[src/rtl/mux_eight_pkg.sv]
// Shared types and constants for the registered 8:1 mux with one-hot positioned output.
package mux_eight_pkg;

    localparam int SEL_W = 3;
    localparam int N_IN  = 8;

    typedef logic [SEL_W-1:0] sel_t;
    typedef logic [N_IN-1:0]  vec_t;

    localparam vec_t RESULT_RST = 8'h00;

endpackage : mux_eight_pkg

[src/rtl/mux_eight_dec.sv]
// Combinational select stage: picks data[s] and places it at bit s of an otherwise-zero vector.
module mux_eight_dec
    import mux_eight_pkg::*;
(
    input  logic [2:0] s,
    input  logic [7:0] data,
    output logic       mux_val,
    output logic [7:0] pos_vec
);

    assign mux_val = data[s];

    // Each bit only passes its own input when selected, so at most one bit can be set.
    generate
        for (genvar gi = 0; gi < N_IN; gi++) begin : g_pos
            assign pos_vec[gi] = (s == sel_t'(gi)) & data[gi];
        end
    endgenerate

endmodule : mux_eight_dec

[src/rtl/mux_eight.sv]
// Registered 8:1 mux: one-cycle latency to y, the positioned vector result, and the select copy sel_q.
module mux_eight
    import mux_eight_pkg::*;
(
    input  logic       clk,
    input  logic       rst_n,
    input  logic [2:0] s,
    input  logic       I0,
    input  logic       I1,
    input  logic       I2,
    input  logic       I3,
    input  logic       I4,
    input  logic       I5,
    input  logic       I6,
    input  logic       I7,
    output logic [7:0] result,
    output logic       y,
    output logic [2:0] sel_q
);

    vec_t data_in;
    logic mux_next;
    vec_t result_next;

    vec_t result_reg;
    logic y_reg;
    sel_t sel_reg;

    assign data_in = {I7, I6, I5, I4, I3, I2, I1, I0};

    mux_eight_dec u_dec (
        .s       (s),
        .data    (data_in),
        .mux_val (mux_next),
        .pos_vec (result_next)
    );

    always_ff @(posedge clk or negedge rst_n) begin
        if (!rst_n) begin
            result_reg <= RESULT_RST;
            y_reg      <= 1'b0;
            sel_reg    <= '0;
        end else begin
            result_reg <= result_next;
            y_reg      <= mux_next;
            sel_reg    <= s;
        end
    end

    assign result = result_reg;
    assign y      = y_reg;
    assign sel_q  = sel_reg;

endmodule : mux_eight

[config.mk]
export PLATFORM = sky130hd
export DESIGN_NAME = mux_eight
export DESIGN_NICKNAME = d
export VERILOG_FILES = /design/src/rtl/mux_eight_pkg.sv /design/src/rtl/mux_eight_dec.sv /design/src/rtl/mux_eight.sv
export SDC_FILE = /design/constraint.sdc
export NUM_CORES = 1
export LEC_CHECK = 0
export BUFFER_PORTS_ARGS = -buffer_cell sky130_fd_sc_hd__buf_2
export CAP_MARGIN = 20
export CORE_AREA = 2 2 39 41
export DETAILED_ROUTE_END_ITERATION = 8
export DIE_AREA = 0 0 41 43
export PLACE_DENSITY = 0.77
export SYNTH_ARGS = -nofsm -noshare
export SYNTH_HDL_FRONTEND = slang
export SYNTH_HIERARCHICAL = 1
export SYNTH_SLANG_ARGS = --single-unit
[constraint.sdc]
create_clock -name clk -period 1.5 [get_ports clk]
set_clock_uncertainty 0.2 [all_clocks]
set_input_delay 0.3 -clock clk [delete_from_list [all_inputs] [get_ports clk]]
set_output_delay 0.3 -clock clk [all_outputs]
set_load 0.02 [all_outputs]
# Word-level counts from Yosys, hierarchy flattened
# Cells that the tools add are included.
[word_totals]
regBits = 12
latch_bits = 0
ramBits = 0
romBits = 0
in_bits = 13
out_inout_bits = 12
elab_cells = 22
memories = 0
[op_classes]
addsub = 0
mul = 0
div_mod_pow = 0
n_lt_le_gt_ge = 1
eq_ne = 7
shift = 0
n_mux = 2
n_bitwise = 8
n_reduce_logical = 1
[op_table]
columns = ["cell", "n"]
rows = [
  ["== test 3 bit, second input constant", 4],
  ["AND 1 bit", 8],
  ["== test 3 x 2 -> 1 bit, second input constant", 2],
  ["less-than comparator 3 x 4 -> 1 bit, second input constant", 1],
  ["binary-select mux 1 bit (select 3 bit)", 1],
  ["== test 3 x 1 -> 1 bit, second input constant", 1],
  ["logical NOT 3 bit", 1],
  ["two-way mux 1 bit", 1],
]

# Longest topological paths before layout
# Gate-level depths: netlist of the first run.
[depth]
depth_word = 2
mapped_depth = 4
depth_no_buf = 3

# Modules after synthesis
# The synthesis of the first run kept the hierarchy.
[by_module_without_submodules]
columns = ["mod", "instances", "cells_each", "area_per_inst_um2", "seq_area_each_um2"]
rows = [
  ["mux_eight", 1, 12, 300.3, 300.3],
  ["mux_eight_dec", 1, 22, 176.4, 0.0],
]

# Worst setup path before layout of the first run
# No wires, ideal clock.
[synth_path]
path_kind = "input to register"
startpoint = "input port s[0]"
endpoint = "register y_reg (netlist: y)"
setup_ps = 129
arrival_ps = 951
t_required_ps = 1171
slack_ps = 220
stages = 4
n_path_buf = 1
path_cell_list = "buf_6 mux2_4 o32ai_2 a211oi_2"
[synth_via]
elab_chain_cells = 2
[synth_rtl]
columns = ["item", "line_no", "rtl"]
rows = [
  ["start, declared", "mux_eight.sv:7", "input logic [2:0] s,"],
  ["binary-select mux 1 bit (select 3 bit)", "mux_eight_dec.sv:11", "assign mux_val = data[s];"],
  ["two-way mux 1 bit (not written as such)", "mux_eight_dec.sv:11", ""],
  ["named net mux_next", "mux_eight.sv:22", "logic mux_next;"],
  ["end signal, assigned", "mux_eight.sv:45", "y_reg <= mux_next;"],
  ["end, declared", "mux_eight.sv:26", "logic y_reg;"],
]
# The timed path passes the listed nets, and every way through them passes these cells. The select of a mux whose other input is x is not followed.

# Worst setup path after layout of the first run
[layout_path]
startpoint = "register result_reg[3] (netlist: result[3])"
endpoint = "output port result[3]"
[layout_lines]
columns = ["item", "line_no", "rtl"]
rows = [
  ["start, declared", "mux_eight.sv:25", "vec_t result_reg;"],
  ["start signal, assigned", "mux_eight.sv:44", "result_reg <= result_next;"],
  ["end, declared", "mux_eight.sv:16", "output logic [7:0] result,"],
]
# No word-level cell between the ends.

==> results.cfg, run 1 <==
[logic_synthesis]
ys_seq_elements = 12
ys_seq_area_share_pct = 62.99
async_reset_ff_share_pct = 100.0
synth_cells = 34
synthesis.area_um2 = 476.7
syn_area_per_cell_um2 = 14.02
syn_nets = 47
synth_top_cell_area_share_pct = 62.99
yosysTopAreaCell = dfrtp_1
yosysMostFrequentCell = dfrtp_1
synth.distinct_cells = 17
synth_edf_count = 0
ys_top_cells_by_count = dfrtp_1, nand2_1, nor2_1, nor3_1, nor3b_1
synthTopCellsByArea = dfrtp_1, o32ai_2, mux2_4
yosys_warnings = 6
ys.flop_type = dfrtp_1

[final_layout]
drive_above_1_share_pct = 54.84
antennaDiodeCount = 0
finalNonFillerCells = 78
fin_nets = 76
largest_register_ffs = 8
final_util_pct = 47.11
syn_to_final_growth_pct = 36.75

[critical_path]
crit_type = reg2out
crit_path_start_kind = register
critPathTopFamily = flip-flops
crit_chain = buf_2
required_ns = 1.00
crit_arrival_ns = 0.80
slowest_stage = dfrtp_1
critPathBufInv = 1
worst-path-max-fanout = 1
endpoint_kind = output port
critPathMaxStageDelay_ns = 0.38

[clock_tree]
cts_resized = 0
cts_tree = yes
cts-root-buf = clkbuf_4
clock-sinks = 12
clockBufferDepth = 2
clk_pin_slew_ns = 0.08
cts.htree.levels = 1
cts_buffers = 3

[floorplan]
num_io_pins = 25
chipWidth_um = 41
die_area_um2 = 1763
die_y_um = 43
core_area_um2 = 1384
initial_utilization_pct = 34.45
num_rows = 14

[sta]
fin_setup_tns_ns = 0
maxSlewViolCount = 0
fmax_ghz = 0.7676
slew_headroom_pct = 82.36
finalWorstSetupSlack_ns = 0.1972
worst_pin_slew_ns = 0.2646
final-hold-violation-count = 0
fin_crit_sh_pct = 86.85
rsz0062_at_grt = no
period_minus_slack_ns = 1.303
setup_viol = 0

[job]
max-cap-violations = 0

[placed_design]
portBuffers = 24
preCtsSetupSlack_ns = 0.07978
place_hpwl_um = 765.1
place_congestion = 0.6679
dp.cells = 73

[detailed_routing]
drt_iter0_drc = 5
drt-total-wl_mm = 1.014
first_pass_iters = 4
num_vias = 364
drc = 0
ant_nets = 0
wl_per_cell_um = 13.00
vias_per_cell = 4.667

[grt]
grt_overflow = 0
antenna_found_initial = 0
grt_usage_pct = 13.81
grt_pass1_vias = 390
grt_pass1_wl_mm = 1.566
grt_max_degree = 13

[pwr]
pwr_density_cell_nw_per_um2 = 1063
ir_drop_v = 0.0003356
p_leak_nw = 0.3431

[min_path]
min_path_type = in2reg

[status]
status = finished clean
## through the flow
stage               total power, mW  cell area [µm²]  hold slack [ns]
global route                 0.7273            651.9          0.03611
global placement             0.4394            605.6         -0.02162
finish                       0.6932            651.9          0.04342
detailed placement           0.4430            605.6         -0.01356
CTS                          0.7029            651.9          0.03309
floorplan                    0.3994            476.7          -0.1956
## kinds of logic after synthesis
| family | count (synthesis) | share of synthesized area (%) |
|---|---|---|
| and+or+nand+nor | 14 | 17.85 |
| DFF | 12 | 62.99 |
| AOI/OAI and AO/OA | 3 | 7.350 |
| muxes | 3 | 7.873 |
| buffers and inverters | 2 | 3.937 |
## metal layers
metal,track usage [%],wire (µm),up-vias
met1,15.33,383,164
met4,10.00,13,0
met2,22.50,537,20
li1,-,-,178
met3,1.571,80,2
met5,0,0,-
## layout by cell type (no fill, tap or decap)
| cell | Yosys | final |
|---|---|---|
| buf_2 | 0 | 24 |
| dfrtp_1 | 12 | 12 |
| nand2_1 | 4 | 4 |
| clkbuf_4 | 0 | 3 |
| nor2_1 | 2 | 2 |
| nor3_1 | 2 | 2 |
| nor3b_1 | 2 | 2 |
| clkbuf_8 | 0 | 1 |
| dlygate4sd3_1 | 0 | 1 |
| buf_4 | 1 | 1 |
| nor4bb_1 | 1 | 1 |
| and4b_1 | 1 | 1 |
| nand2b_2 | 1 | 1 |
| mux2_1 | 1 | 1 |
| o22ai_1 | 1 | 1 |
| mux2_4 | 1 | 1 |
| mux2_2 | 1 | 1 |
| o32ai_2 | 1 | 1 |
| a211oi_2 | 1 | 1 |
| nor4b_1 | 1 | 1 |
## power by group
part	internal [mW]	switching, mW	total [mW]
Clock	0.147	0.108	0.256
Sequential	0.336	0.00308	0.339
Combinational	0.0420	0.0567	0.0987
## final cells by class
type	instances	area, µm²
Sequential cell	12	300.3
Clock buffer	4	36.28
Tap cell	16	20.02
Multi-Input combinational cell	20	157.7
Fill cell	131	732.0
Timing Repair Buffer	26	137.6
## worst paths after layout
kind	start	end	slack (ns)	cells past startpoint
setup / recovery	result[3]$_DFF_PN0_	result[3]	0.20	1
hold / removal	s[0]	sel_q[0]$_DFF_PN0_	0.04	1
max in group asynchronous	rst_n	result[0]$_DFF_PN0_	0.66	2
min in group asynchronous	rst_n	y$_DFF_PN0_	0.23	2
## timing repair
action	4_1_cts	5_1_grt
endpoints found under the setup margin	0	0
hold buffers	1	0
hold endpoints to repair	12	0
setup buffers	0	0
Note: power is estimated with default switching activity, not from simulation.
==> run 2: changes to the inputs <==
--- a/config.mk
+++ b/config.mk
@@ -10,8 +10,7 @@
 export CORE_AREA = 2 2 39 41
 export DETAILED_ROUTE_END_ITERATION = 8
 export DIE_AREA = 0 0 41 43
-export PLACE_DENSITY = 0.77
+export PLACE_DENSITY = 0.75
 export SYNTH_ARGS = -nofsm -noshare
 export SYNTH_HDL_FRONTEND = slang
-export SYNTH_HIERARCHICAL = 1
 export SYNTH_SLANG_ARGS = --single-unit
==> run 2 against run 1 <==
- area after synthesis is 5.2% lower
- combinational power is 11% lower
- die area unchanged
- clock-buffer cell count unchanged
- sequential share of layout area rose by 1.8 points
- non-clock buffer count down 1
- core utilization decreased by 1.8 points
- via count is 0.55% higher
- sequential cell count stayed put
- critical path depth stayed put
- first-iteration DRC count unchanged
- synthesized cell count rose by 5.9%
- critical path type unchanged
==> results.cfg, run 2 <==
[pwr]
p_total_mw = 0.6730
pwr_density_cell_nw_per_um2 = 1074
p_leak_nw = 0.3496
ir_drop_v = 0.0003295

[logic_synthesis]
synthAdderAreaFrac_pct = 0
synth_cells = 36
synthTopCellsByArea = dfrtp_1, nand2b_2, nand2_1
ys.flop_type = dfrtp_1
synth-simple-area-share_pct = 23.27
synth_top_cell_area_share_pct = 66.48
synth_edf_count = 0
async_reset_ff_share_pct = 100.0
synth_xor_area_share_pct = 0
syn_nets = 49
synth.distinct_cells = 15
synth.area.mux_share_pct = 2.216
yosysTopAreaCell = dfrtp_1
ys_seq_area_share_pct = 66.48
synth-compound-area-share_pct = 5.540
ys_top_cells_by_count = dfrtp_1, nand2_1, nor2_1
yosys_warnings = 0
synth_top_family_by_area = simple AND/OR/NAND/NOR gates
synthesis.area_um2 = 451.7
syn_area_per_cell_um2 = 12.55
ys_seq_elements = 12
yosysMostFrequentCell = dfrtp_1

[critical_path]
required_ns = 1.00
endpoint_kind = output port
crit_chain = buf_2
slowest_stage = dfrtp_1
crit_arrival_ns = 0.78
worst-path-max-fanout = 1
crit_path_start_kind = register
crit_cells = 1
crit_type = reg2out
critPathMaxStageDelay_ns = 0.36
critPathBufInv = 1
critPathTopFamily = flip-flops

[clock_tree]
cts_buffers = 3
cts.htree.levels = 1
clk_pin_slew_ns = 0.07
cts_hold_buffers = 1
clock-sinks = 12
cts_tree = yes
post_cts_buffers = 0
cts-root-buf = clkbuf_4
cts_resized = 0
clockBufferDepth = 2

[sta]
period_minus_slack_ns = 1.284
worst_pin_slew_ns = 0.2509
final-hold-violation-count = 0
setup_viol = 0
maxSlewViolCount = 0
fin_setup_tns_ns = 0
finalWorstSetupSlack_ns = 0.2163
fmax_ghz = 0.7790
slew_headroom_pct = 83.28
rsz0062_at_grt = no
fin_crit_sh_pct = 85.58
worst_hold_slack_ns = 0.03218

[detailed_routing]
first_pass_iters = 2
drt-total-wl_um = 852
drc = 0
m1WireLength_um = 330
num_vias = 366
met2_length_um = 434
wl_per_cell_um = 10.65
ant_nets = 0
routed.top_layer = met4
vias_per_cell = 4.575
met3_length_um = 73
drt_iter0_drc = 5

[floorplan]
core_area_um2 = 1384
initial_utilization_pct = 32.64
chipWidth_um = 41
num_io_pins = 25
num_rows = 14
die_y_um = 43
die_area_um2 = 1763

[final_layout]
layout_commonest_cell = buf_2
syn_to_final_growth_pct = 38.78
fin_nets = 78
fin_area_um2 = 626.9
final_cell_mix = buf_2, dfrtp_1, nand2_1
drive_above_1_share_pct = 50.00
antennaDiodeCount = 0
largest_register_ffs = 8

[grt]
grt_max_degree = 13
antenna_found_initial = 0
grt_overflow = 0
grt_usage_pct = 11.89
grt_pass1_vias = 367
grt_pass1_wl_mm = 1.407

[min_path]
whs_endpoint = sel_q[1]$_DFF_PN0_
worstHoldStart = s[1]
min_path_cells = 1
min_path_type = in2reg

[placed_design]
portBuffers = 24
postPlaceCellArea_um2 = 580.6
place_hpwl_um = 660.7
preCtsSetupSlack_ns = 0.2440
place_congestion = 0.6924

[status]
status = finished clean

[job]
max-cap-violations = 0
## run 2: cell families (layout without fill, tap and decap cells)
| family | count (synthesis) | count (layout) |
|---|---|---|
| AO/OA/AOI/OAI | 3 | 3 |
| AND/OR/NAND/NOR | 19 | 19 |
| multiplexers | 1 | 1 |
| buffers and inverters | 1 | 29 |
| flip-flops | 12 | 12 |
## run 2: where the power goes
part	total, mW	internal, mW	leakage (nW)	switching [mW]
registers	0.339	0.336	0.156	0.00282
logic	0.0877	0.0356	0.173	0.0521
clock network	0.247	0.147	0.0210	0.0994
total	0.673	0.519	0.350	0.154
## run 2: how the worst max path moves through the flow
stage	slack, ns	endpoint	start
after floorplan	0.38	y$_DFF_PN0_	s[0]
after global placement	0.28	y$_DFF_PN0_	s[0]
after detailed placement	0.24	y$_DFF_PN0_	s[2]
after CTS	0.21	y	y$_DFF_PN0_
after global routing	0.17	result[6]	result[6]$_DFF_PN0_
final	0.22	y	y$_DFF_PN0_
## run 2: per-stage QoR
step | instances | utilization (%)
after detailed placement | 75 | 41.95
after floorplan | 36 | -
after global placement | 75 | 41.95
after global routing | 80 | 45.30
final | 80 | 45.30
after CTS | 80 | 45.30
## run 2: routing by layer
metal  vias to the layer above  track usage (%)
li1                        176                -
met1                       172            14.05
met2                        16            17.81
met3                         2            1.571
met4                         0            10.00
met5                         -                0
## run 2: final cells by class
class	instances	area (µm²)
tap	16	20.02
clock buffer	4	36.28
multi-input combinational	23	140.1
sequential	12	300.3
timing repair buffer	25	130.1
fill	141	757.0
==> run 3: changes to the inputs <==
--- a/config.mk
+++ b/config.mk
@@ -10,6 +10,7 @@
 export CORE_AREA = 2 2 39 41
 export DETAILED_ROUTE_END_ITERATION = 8
 export DIE_AREA = 0 0 41 43
+export GPL_ROUTABILITY_DRIVEN = 1
 export PLACE_DENSITY = 0.75
 export SYNTH_ARGS = -nofsm -noshare
 export SYNTH_HDL_FRONTEND = slang
==> constraint.sdc (replaced) <==
create_clock -name clk -period 1.5 [get_ports clk]
set_clock_uncertainty 0.2 [all_clocks]
set_input_delay 0.15 -clock clk [delete_from_list [all_inputs] [get_ports clk]]
set_output_delay 0.15 -clock clk [all_outputs]
set_load 0.02 [all_outputs]
==> run 3 against run 2 <==
- routed wire length up 25%
- final area up 18%
- sequential power about the same
- setup slack worse by 0.094 ns
- sequential cell count unchanged
- via count up 8.7%
- clock-buffer cell count unchanged
- final cell count up 14%
- first-iteration DRC count unchanged
- hold slack better by 0.042 ns
- critical path type is now in2reg
- critical endpoint is now y$_DFF_PN0_
==> results.cfg, run 3 (same netlist as run 2, synthesis figures left out) <==
[status]
status = finished clean

[min_path]
min_path_type = in2async

[placed_design]
place_hpwl_um = 660.7
portBuffers = 24
postPlaceCellArea_um2 = 580.6
place_congestion = 0.6925

[final_layout]
final_util_pct = 53.25
multi_input_area_um2 = 140.1
syn_to_final_growth_pct = 63.16
seqCellArea_um2 = 300.3
final_cell_mix = buf_2, dlygate4sd3_1, dfrtp_1
fin_area_um2 = 737.0
num-fill-cells = 129
antennaDiodeCount = 0
layout_commonest_cell = buf_2
largest_register_ffs = 8
fin_nets = 89
drive_above_1_share_pct = 42.67

[critical_path]
crit_type = in2reg
crit_path_start_kind = input port
crit_arrival_ns = 1.34
required_ns = 1.46
worst-path-max-fanout = 8
endpoint_kind = register

[clock_tree]
cts-root-buf = clkbuf_4
clockBufferDepth = 2
post_cts_buffers = 0
clock-sinks = 12
cts.htree.levels = 1
cts_tree = yes
cts_buffers = 3
clk_pin_slew_ns = 0.07

[detailed_routing]
drt_iter0_drc = 5
vias_per_cell = 4.374
ant_nets = 0
drc = 0
first_pass_iters = 4
num_vias = 398
wl_per_cell_um = 11.75
drt-total-wl_mm = 1.069

[sta]
rsz0062_at_grt = no
maxSlewViolCount = 0
worst_pin_slew_ns = 0.2596
fin_setup_tns_ns = 0
fin_crit_sh_pct = 91.87
fmax_ghz = 0.7257
period_minus_slack_ns = 1.378
final-hold-violation-count = 0
setup_viol = 0
slew_headroom_pct = 82.69

[grt]
grt_pass1_vias = 424
grt_pass1_wl_mm = 1.711
grt_overflow = 0
antenna_found_initial = 0
grt_max_degree = 13
grt_usage_pct = 14.82

[pwr]
pwr_density_cell_nw_per_um2 = 949.5
p_leak_nw = 0.3956
ir_drop_v = 0.0003271

[floorplan]
num_rows = 14
die_y_um = 43
chipWidth_um = 41
initial_utilization_pct = 32.64
num_io_pins = 25
die_area_um2 = 1763
core_area_um2 = 1384

[job]
max-cap-violations = 0
-- run 3: cell count changes in the layout (fill, tap and decap cells not counted), sizes merged --
cell / delta
dlygate4sd3: +11
-- run 3: worst max path at each step --
stage / startpoint / endpoint / slack [ns] / cells after the start
2_1_floorplan: s[0] / y$_DFF_PN0_ / 0.53 / 4
3_3_place_gp: s[0] / y$_DFF_PN0_ / 0.43 / 4
3_5_place_dp: s[2] / y$_DFF_PN0_ / 0.39 / 4
4_1_cts: s[0] / y$_DFF_PN0_ / 0.14 / 5
5_1_grt: s[0] / y$_DFF_PN0_ / 0.06 / 5
6_report: s[2] / y$_DFF_PN0_ / 0.12 / 5
-- run 3: area by class of cell --
class	instances	share of cell area, %
Clock buffer	4	4.924
Multi-Input combinational cell	23	19.02
Sequential cell	12	40.75
Tap cell	16	2.716
Timing Repair Buffer	36	32.60
-- run 3: worst max-delay path, stage by stage --
cell and delay [ns]:
dlygate4sd3_1 0.53, buf_2 0.19, nor2b_1 0.22, a22oi_1 0.12, o211a_1 0.14
-- run 3: metrics by stage --
| step | setup slack, ns | instances | hold slack, ns | power, mW |
|---|---|---|---|---|
| floorplan | 0.5283 | 36 | -0.3456 | 0.3903 |
| global placement | 0.4293 | 75 | -0.1689 | 0.4302 |
| detailed placement | 0.3940 | 75 | -0.1664 | 0.4322 |
| CTS | 0.1434 | 91 | 0.07810 | 0.7037 |
| global route | 0.05988 | 91 | 0.1199 | 0.7384 |
| finish | 0.1219 | 91 | 0.07402 | 0.6997 |
-- run 3: where the power goes --
part	internal [mW]	total, mW	switching [mW]
Clock	0.147	0.250	0.102
Sequential	0.336	0.339	0.00300
Combinational	0.0543	0.111	0.0568
-- run 3: timing repair --
| action | in CTS | in global routing |
|---|---|---|
| hold buffers | 12 | 0 |
| endpoints found under the hold margin | 23 | 0 |
| gates resized for setup | 0 | 0 |
-- run 3: routing by layer --
metal / part of all wire [%] / vias to the layer above / GRT usage [%] / wire length (µm)
met5: 0 / - / 0 / 0
met4: 1.1 / 0 / 13.33 / 12
met3: 6.1 / 2 / 2.094 / 65
met2: 51 / 18 / 22.50 / 542
met1: 42 / 181 / 16.67 / 449
li1: - / 197 / - / -
